### src/rtl/dmem_ctrl_pkg.sv
// dmem_ctrl_pkg: shared types and constants for the data-memory access controller
package dmem_ctrl_pkg;
  typedef enum logic [1:0] {IDLE, ACCESS, DONE} state_t;
  typedef enum logic {PORT_C, PORT_L} port_t;
  localparam logic SIZE_BYTE = 1'b0;
  localparam logic SIZE_WORD = 1'b1;
  localparam logic RW_READ = 1'b0;
  localparam logic RW_WRITE = 1'b1;
  localparam int DEF_ADDR_W = 8;
  function automatic int max_word_addr(input int addr_w);
    return (1 << addr_w) - 4;
  endfunction
  localparam int MAX_WORD_ADDR = max_word_addr(DEF_ADDR_W);
endpackage

### src/rtl/dmem_rr_arbiter.sv
// dmem_rr_arbiter: two-way arbiter, fixed priority (ARB_MODE=0) or round-robin on a last-grant pointer
module dmem_rr_arbiter
  import dmem_ctrl_pkg::*;
#(
  parameter int ARB_MODE = 1
) (
  input  logic clk,
  input  logic rst_n,
  input  logic en,
  input  logic c_req,
  input  logic l_req,
  output logic c_gnt,
  output logic l_gnt
);
  port_t last;
  logic pick_l;
  always_comb begin
    pick_l = l_req && (!c_req || (ARB_MODE != 0 && last == PORT_C));
    c_gnt = en && c_req && !pick_l;
    l_gnt = en && pick_l;
  end
  // reset to "L granted last" so C is favoured first
  always_ff @(posedge clk or negedge rst_n)
    if (!rst_n) last <= PORT_L;
    else if (c_gnt || l_gnt) last <= l_gnt ? PORT_L : PORT_C;
endmodule

### src/rtl/dmem_access_ctrl.sv
// dmem_access_ctrl: arbitrated IDLE/ACCESS/DONE sequencer for the big-endian data memory
// Define DMEM_ALIGN_CHECK_EN to also reject misaligned word accesses.
module dmem_access_ctrl
  import dmem_ctrl_pkg::*;
#(
  parameter int ADDR_W = 8,
  parameter int DATA_W = 32,
  parameter int ARB_MODE = 1
) (
  input  logic              clk,
  input  logic              rst_n,
  input  logic              c_req,
  input  logic              c_rw,
  input  logic              c_size,
  input  logic [ADDR_W-1:0] c_addr,
  input  logic [DATA_W-1:0] c_wdata,
  output logic              c_gnt,
  output logic              c_done,
  output logic              c_err,
  output logic [DATA_W-1:0] c_rdata,
  input  logic              l_req,
  input  logic              l_rw,
  input  logic              l_size,
  input  logic [ADDR_W-1:0] l_addr,
  input  logic [DATA_W-1:0] l_wdata,
  output logic              l_gnt,
  output logic              l_done,
  output logic              l_err,
  output logic [DATA_W-1:0] l_rdata,
  output logic [ADDR_W-1:0] m_a,
  output logic [DATA_W-1:0] m_di,
  output logic              m_size,
  output logic              m_rw,
  output logic              m_e,
  input  logic [DATA_W-1:0] m_do
);
  localparam logic [ADDR_W-1:0] MAX_A = ADDR_W'(max_word_addr(ADDR_W));
  state_t state, state_n;
  port_t cmd_port;
  logic grant, in_rw, in_size, misalign, in_ok, cmd_rw, cmd_ok;
  logic [ADDR_W-1:0] in_addr;
  logic [DATA_W-1:0] in_wdata, rd;
  dmem_rr_arbiter #(.ARB_MODE(ARB_MODE)) u_arb (
    .clk(clk),
    .rst_n(rst_n),
    .en(rst_n && state == IDLE),
    .c_req(c_req),
    .l_req(l_req),
    .c_gnt(c_gnt),
    .l_gnt(l_gnt)
  );
  always_comb begin
    grant = c_gnt || l_gnt;
    in_rw = l_gnt ? l_rw : c_rw;
    in_size = l_gnt ? l_size : c_size;
    in_addr = l_gnt ? l_addr : c_addr;
    in_wdata = l_gnt ? l_wdata : c_wdata;
`ifdef DMEM_ALIGN_CHECK_EN
    misalign = |in_addr[1:0];
`else
    misalign = 1'b0;
`endif
    in_ok = !(in_size == SIZE_WORD && (in_addr > MAX_A || misalign));
    rd = (!cmd_ok || cmd_rw == RW_WRITE) ? '0 : m_size == SIZE_WORD ? m_do : DATA_W'(m_do[7:0]);
    state_n = state == IDLE ? (grant ? ACCESS : IDLE) : state == ACCESS ? DONE : IDLE;
  end
  always_ff @(posedge clk or negedge rst_n)
    if (!rst_n) state <= IDLE;
    else state <= state_n;
  // memory strobes are set only on the grant edge, so they last exactly the ACCESS cycle
  always_ff @(posedge clk or negedge rst_n) begin
    if (!rst_n) begin
      cmd_port <= PORT_C;
      cmd_rw <= 1'b0;
      cmd_ok <= 1'b0;
      m_a <= '0;
      m_di <= '0;
      m_size <= 1'b0;
      m_rw <= 1'b0;
      m_e <= 1'b0;
      c_done <= 1'b0;
      c_err <= 1'b0;
      c_rdata <= '0;
      l_done <= 1'b0;
      l_err <= 1'b0;
      l_rdata <= '0;
    end else begin
      m_rw <= 1'b0;
      m_e <= 1'b0;
      c_done <= 1'b0;
      c_err <= 1'b0;
      c_rdata <= '0;
      l_done <= 1'b0;
      l_err <= 1'b0;
      l_rdata <= '0;
      if (grant) begin
        cmd_port <= l_gnt ? PORT_L : PORT_C;
        cmd_rw <= in_rw;
        cmd_ok <= in_ok;
        m_a <= in_addr;
        m_di <= in_wdata;
        m_size <= in_size;
        m_rw <= in_ok && in_rw == RW_WRITE;
        m_e <= in_ok && in_rw == RW_WRITE;
      end
      if (state == ACCESS) begin
        c_done <= cmd_port == PORT_C;
        c_err <= cmd_port == PORT_C && !cmd_ok;
        c_rdata <= cmd_port == PORT_C ? rd : '0;
        l_done <= cmd_port == PORT_L;
        l_err <= cmd_port == PORT_L && !cmd_ok;
        l_rdata <= cmd_port == PORT_L ? rd : '0;
      end
    end
  end
endmodule

### config.mk
export PLATFORM = sky130hd
export DESIGN_NAME = dmem_access_ctrl
export DESIGN_NICKNAME = d
export VERILOG_FILES = /design/src/rtl/dmem_ctrl_pkg.sv /design/src/rtl/dmem_rr_arbiter.sv /design/src/rtl/dmem_access_ctrl.sv
export SDC_FILE = /design/constraint.sdc
export NUM_CORES = 1
export LEC_CHECK = 0
export CAP_MARGIN = 20
export CORE_MARGIN = 10
export CORE_UTILIZATION = 40
export DETAILED_ROUTE_END_ITERATION = 16
export PLACE_DENSITY = 0.9
export SETUP_SLACK_MARGIN = 0.02
export SKIP_LAST_GASP = 1
export SYNTH_ARGS = -nofsm -noshare
export SYNTH_HDL_FRONTEND = slang
export SYNTH_HIERARCHICAL = 1
export SYNTH_SLANG_ARGS = --single-unit
### constraint.sdc
create_clock -name clk -period 4.64 [get_ports clk]
set_input_delay 0.928 -clock clk [delete_from_list [all_inputs] [get_ports clk]]
set_output_delay 0.928 -clock clk [all_outputs]
set_load 0.005 [all_outputs]
==> impl_table.tex <==
\begin{tabular}{lr}
\hline
Metric & Value \\
\hline
\multicolumn{2}{l}{\textbf{Layout}} \\
\quad Finished Layout Cells & 747 \\
\quad Fillcell total & 800 \\
\quad Number of antenna diodes & 0 \\
\quad Register Area & 2900 sq um \\
\quad Post-synthesis to final-layout area growth & 66.1\% \\
\quad Ratio of cells with drive above 1 in the final layout & 0.107 \\
\quad Area of the multi-input gates & 1480 sq um \\
\quad Nets@finish & 714 \\
\multicolumn{2}{l}{\textbf{Clocking}} \\
\quad Clock tree from TritonCTS & yes \\
\quad Setup repair bufs after CTS & 0 \\
\quad Cts-stage hold buffer count & 0 \\
\quad Clock transition at path regs & 0.05 ns \\
\quad Number of sinks on the clock net & 116 \\
\quad Total clock buffers created by CTS & 17 \\
\quad Number of cells upsized or downsized after cts & 0 \\
\quad H-tree lvl count & 4 \\
\quad Buffers from clock root to sink, at most & 2 \\
\quad Clock Latency Late Sink & 0.40 ns \\
\quad Cell chosen for the clock root & clkbuf\_16 \\
\multicolumn{2}{l}{\textbf{Pwr}} \\
\quad PwrDens & 505 nW/um\^{}2 \\
\quad VDD IR-drop max & 290 uV \\
\quad Leakage Power & 3.27 nW \\
\multicolumn{2}{l}{\textbf{Yosys}} \\
\quad Part of the Yosys area used for sequential elements & 0.643 \\
\quad Leading register cell type out of synthesis & dfrtp\_1 \\
\quad Cell taking the most area after synthesis & dfrtp\_1 \\
\quad Synth Register Bits & 116 \\
\quad Yosys top cell area share & 0.638 \\
\quad Most area-consuming cells after synthesis & dfrtp\_1, mux2i\_1, o21ai\_0 \\
\quad Syn Std Cell Area & 4510 sq um \\
\quad Count of flip-flops with a built-in enable after synthesis & 0 \\
\quad Count of different cell masters after synthesis & 34 \\
\quad Proportion of register bits with asynchronous set or reset after synthesis & 1.00 \\
\quad Post-synthesis average cell area & 12.5 sq um \\
\quad Post-Synthesis Net Count & 482 \\
\quad Instance count of the mapped netlist & 362 \\
\quad Number of warning messages in the yosys log & 6 \\
\multicolumn{2}{l}{\textbf{Run}} \\
\quad Max cap viols & 0 \\
\multicolumn{2}{l}{\textbf{Global route}} \\
\quad Antenna violations before repair & 0 \\
\quad First-pass GRT wire length & 21,300 um \\
\quad Grt total ovfl & 0 \\
\quad Largest net degree at the start of global routing & 94 \\
\quad Via count of the first global-routing pass & 3,880 \\
\quad Total global-route track usage & 0.169 \\
\multicolumn{2}{l}{\textbf{Die}} \\
\quad \# rows & 38 \\
\quad Total Die Area & 15,900 sq um \\
\quad Number of top-level pins & 233 \\
\quad Vertical die dimension & 126 um \\
\quad Area of the core & 10,900 sq um \\
\quad Die Width & 126 um \\
\quad Effective utilization at floorplan & 0.413 \\
\multicolumn{2}{l}{\textbf{Critical path}} \\
\quad FF-to-FF Start & state[1] \\
\quad Data required time of the worst path & 3.71 ns \\
\quad WP data arrival & 2.32 ns \\
\quad Length in cells of the worst reg-to-reg path & 7 \\
\quad Type of the worst setup path & in2out \\
\quad Setup crit start kind & input pin \\
\quad Minimum setup slack among reg-to-reg paths & 2.14 ns \\
\quad Reg2Reg Capture Point & m\_e \\
\quad CP Max Fanout & 2 \\
\quad Endpoint class of the critical path & primary output \\
\multicolumn{2}{l}{\textbf{Drt}} \\
\quad Antenna-violating nets left & 0 \\
\quad DRC violations left & 0 \\
\quad Routed WL & 13,900 um \\
\quad First-iteration detailed-routing DRC count & 232 \\
\quad Detailed-route wire length per cell & 18.6 um \\
\quad Total number of vias & 3,568 \\
\quad Pre-antenna DRT Iters & 4 \\
\quad Via density per instance & 4.78 \\
\multicolumn{2}{l}{\textbf{Timing}} \\
\quad Part of the cycle the worst path needs & 0.700 \\
\quad Slew at the pin closest to its max-slew limit & 0.814 ns \\
\quad Final count of hold timing violations & 0 \\
\quad FMAX & 308 MHz \\
\quad Slew HR & 0.457 \\
\quad Final WS setup & 1.39 ns \\
\quad Final critical path time including I/O delays and setup & 3.25 ns \\
\quad Total negative slack for setup checks & 0 ns \\
\quad Setup repair after global routing missed its margin & false \\
\quad Max-slew violations & 0 \\
\quad Setup clock skew after layout & 0.00873 ns \\
\quad Number of endpoints failing setup at the final stage & 0 \\
\multicolumn{2}{l}{\textbf{Min path}} \\
\quad Worst Hold Endpoint & cmd\_port \\
\quad Hold path cells & 1 \\
\quad Tightest Hold Check Type & reg2reg \\
\quad Launch instance of the worst min-delay path & cmd\_port \\
\multicolumn{2}{l}{\textbf{Outcome}} \\
\quad Outcome & completed \\
\multicolumn{2}{l}{\textbf{Placed design}} \\
\quad Detailed placement HPWL & 10,600 um \\
\quad Post-placement setup slack & 1.40 ns \\
\quad Count of input and output buffers & 232 \\
\quad Cells after DPL & 715 \\
\quad Final weighted congestion in routability-driven placement & 0.806 \\
\hline
\end{tabular}
[cell usage after synthesis, types with 2 or more instances]
cell type  instances
a21oi_1            2
clkbuf_1           6
dfrtp_1          115
and3_1            17
nor2b_1            2
buf_4              8
nor3b_1            3
and3_4             2
and2_1            28
nand2_1           45
o21ai_0           42
mux2i_1           42
buf_6              3
and2_4            20
buf_2              6
inv_1              2
nand4_1            2
[how the worst max path moves through the flow]
stage	from	to	slack (ns)	cells past startpoint
2_1_floorplan	rst_n	l_gnt	2.15	3
3_3_place_gp	l_req	l_gnt	1.43	4
3_5_place_dp	l_req	l_gnt	1.40	4
4_1_cts	l_req	l_gnt	1.39	4
5_1_grt	l_req	l_gnt	1.35	4
6_report	l_req	l_gnt	1.39	4
[cell usage in the layout, fill, tap and decap left out, types with 2 or more instances in the layout]
cell	count
clkdlybuf4s50_1	231
nand2_1	45
inv_6	4
and3_1	17
inv_1	2
o21ai_0	42
clkbuf_16	17
bufinv_16	2
nand4_1	2
and2_1	28
and2_4	20
dfrtp_1	115
and3_4	2
mux2i_1	42
a21oi_4	2
buf_4	5
clkinv_2	3
nor2b_1	2
clkinv_4	4
nor3b_1	3
[worst max-delay path, cell delays in order]
cell and delay, ns:
clkdlybuf4s50_1 0.54, nand2_1 0.14, a21oi_4 0.18, clkdlybuf4s50_1 0.53
[layout make-up]
class,instances,share of cell area
tap,140,0.0234
sequential,116,0.387
clock inverter,14,0.0204
clock buffer,18,0.0573
multi-input combinational,221,0.197
inverter,2,0.00100
timing repair buffer,236,0.313
[state kept, by name, indices dropped and copies added, names as in the netlist]
signal	count
c_rdata	32
l_rdata	32
m_di	32
m_a	8
state	2
c_done	1
c_err	1
cmd_ok	1
cmd_port	1
cmd_rw	1
l_done	1
l_err	1
m_e	1
m_size	1
u_arb/last	1
[stage by stage]
step | utilization | cell area, sq um | hold slack (ns) | power (mW)
finish | 0.685 | 7500 | 0.534 | 3.79
global route | 0.685 | 7500 | 0.568 | 4.00
CTS | 0.685 | 7500 | 0.536 | 3.84
detailed placement | 0.632 | 6910 | 0.529 | 2.56
global placement | 0.632 | 6910 | 0.496 | 2.51
floorplan | - | 4510 | 0.448 | 1.83
[power breakdown]
group          internal, mW  switching [mW]  total, mW
combinational         0.671           0.448       1.12
clock                 0.797           0.462       1.26
sequential             1.26           0.150       1.41
[kinds of logic after synthesis]
kind of cell | Yosys count | share of synthesized area
multiplexers | 42 | 0.0932
AND/OR/NAND/NOR | 129 | 0.171
AO/OA/AOI/OAI | 50 | 0.0585
flip-flops | 116 | 0.643
buffers and inverters | 25 | 0.0341
[metal layers]
| layer | part of all wire | GRT usage | vias up | wire length (um) |
|---|---|---|---|---|
| met3 | 0.074 | 0.0625 | 12 | 1030 |
| met5 | 0 | 0 | - | 0 |
| li1 | - | - | 1681 | - |
| met4 | 0.015 | 0.0610 | 0 | 205 |
| met2 | 0.53 | 0.296 | 142 | 7380 |
| met1 | 0.38 | 0.183 | 1733 | 5290 |
No activity file was read; power rests on OpenSTA's default activity.
==> RTL edit (config.mk and constraints unchanged) <==
The parameter `ADDR_W` goes from 8 to 7.
--- a/src/rtl/dmem_access_ctrl.sv
+++ b/src/rtl/dmem_access_ctrl.sv
@@ -4,5 +4,5 @@
   import dmem_ctrl_pkg::*;
 #(
-  parameter int ADDR_W = 8,
+  parameter int ADDR_W = 7,
   parameter int DATA_W = 32,
   parameter int ARB_MODE = 1
Interface: changed (resized c_addr, l_addr and m_a); port bits go from 233 to 230. No check against the original RTL was run, so the function may have changed too.
==> RTL edit against the original RTL <==
Cell area decreased by 1.5%; wire length fell by 2.8%; maximum frequency barely moved; total power decreased by 2.2%; highest routed layer unchanged; worst setup slack hardly changed; area after synthesis shrank 1.6%; sequential cell count shrank 1; global-route usage fell by 0.24 points.
==> RTL edit: results (changes against the original RTL) <==
[outcome]
status=complete, no violations  ; unchanged

[place]
placedInstanceArea_sq_mm=0.006819  ; was 0.006914 sq mm
gp_congestion=0.7618  ; was 0.8056
io_buffers=229  ; was 232
dp_hpwl_mm=10.41  ; was 10.64 mm

[power]
p_leak_nw=3.237  ; was 3.266 nW
ir_worst_vdd_uv=339.3  ; was 289.9 uV

[grt]
antenna_found_initial=1  ; was 0
grt_pass1_vias=3904  ; was 3880
grt_first_pass_wirelength_mm=20.87  ; was 21.32 mm
grt_max_degree=88  ; was 94
gr-usage-all-layers_pct=16.67  ; was 16.91%

[worst_setup_path]
crit-reg2reg-launch=state[0]  ; was state[1]
timing.rr.end=cmd_ok  ; was m_e
rrSetupSlack_ns=2.38  ; was 2.14 ns

[synth]
synth_commonest_cells=dfrtp_1 (114), nand2_1 (45), o21ai_0 (42), mux2i_1 (40), and2_1 (28)  ; was dfrtp_1 (115), nand2_1 (45), mux2i_1 (42), o21ai_0 (42), and2_1 (28)
ys_seq_area_share_pct=64.82  ; was 64.35%
synthCells=355  ; was 362
synthMuxAreaShare_pct=9.014  ; was 9.315%
synth_compound_area_share_pct=6.225  ; was 5.850%
synth.net_count=473  ; was 482

[detailed_routing]
first_iter_violations=197  ; was 232
num_vias=3520  ; was 3568
wl_mm=13.51  ; was 13.90 mm

[sta]
holdWs_ns=0.5248  ; was 0.5341 ns
max_slew_margin_pct=51.91  ; was 45.72%
setup_slack_ns=1.393  ; about the same

[clocking]
clockBufferDepth=2  ; unchanged

[layout]
area_delta_synth_final_pct=66.20  ; was 66.09%
drive_above_1_share_pct=10.23  ; was 10.71%

## RTL edit: cell types whose count changed after synthesis, moves of 2 or more
cell / unedited run / this run
buf_4: 8 / 5
mux2i_1: 42 / 40
and2b_1: 1 / 3
o211ai_1: 0 / 2
nor3b_1: 3 / 1
nor2b_1: 2 / 0
## RTL edit: power by group
part	internal, mW	total, mW	switching (mW)
registers	1.24	1.39	0.147
logic	0.636	1.08	0.439
clock network	0.806	1.24	0.432
## RTL edit: metal layers
metal / vias to the layer above / track usage [%] / routed length [microns]
met5: - / 0 / 0
met4: 0 / 6.572 / 252
met3: 20 / 8.154 / 1354
met2: 162 / 28.05 / 6750
met1: 1690 / 17.59 / 5151
li1: 1648 / - / -
## RTL edit: cell type report
type | count | area share (%)
diodes | 1 | 0.03390
clock buffers | 19 | 5.712
clock inverters | 11 | 1.881
inverters | 3 | 0.1525
multi-input cells | 215 | 19.42
flip-flops and latches | 115 | 39.00
well taps | 140 | 2.373
repair buffers | 233 | 31.42
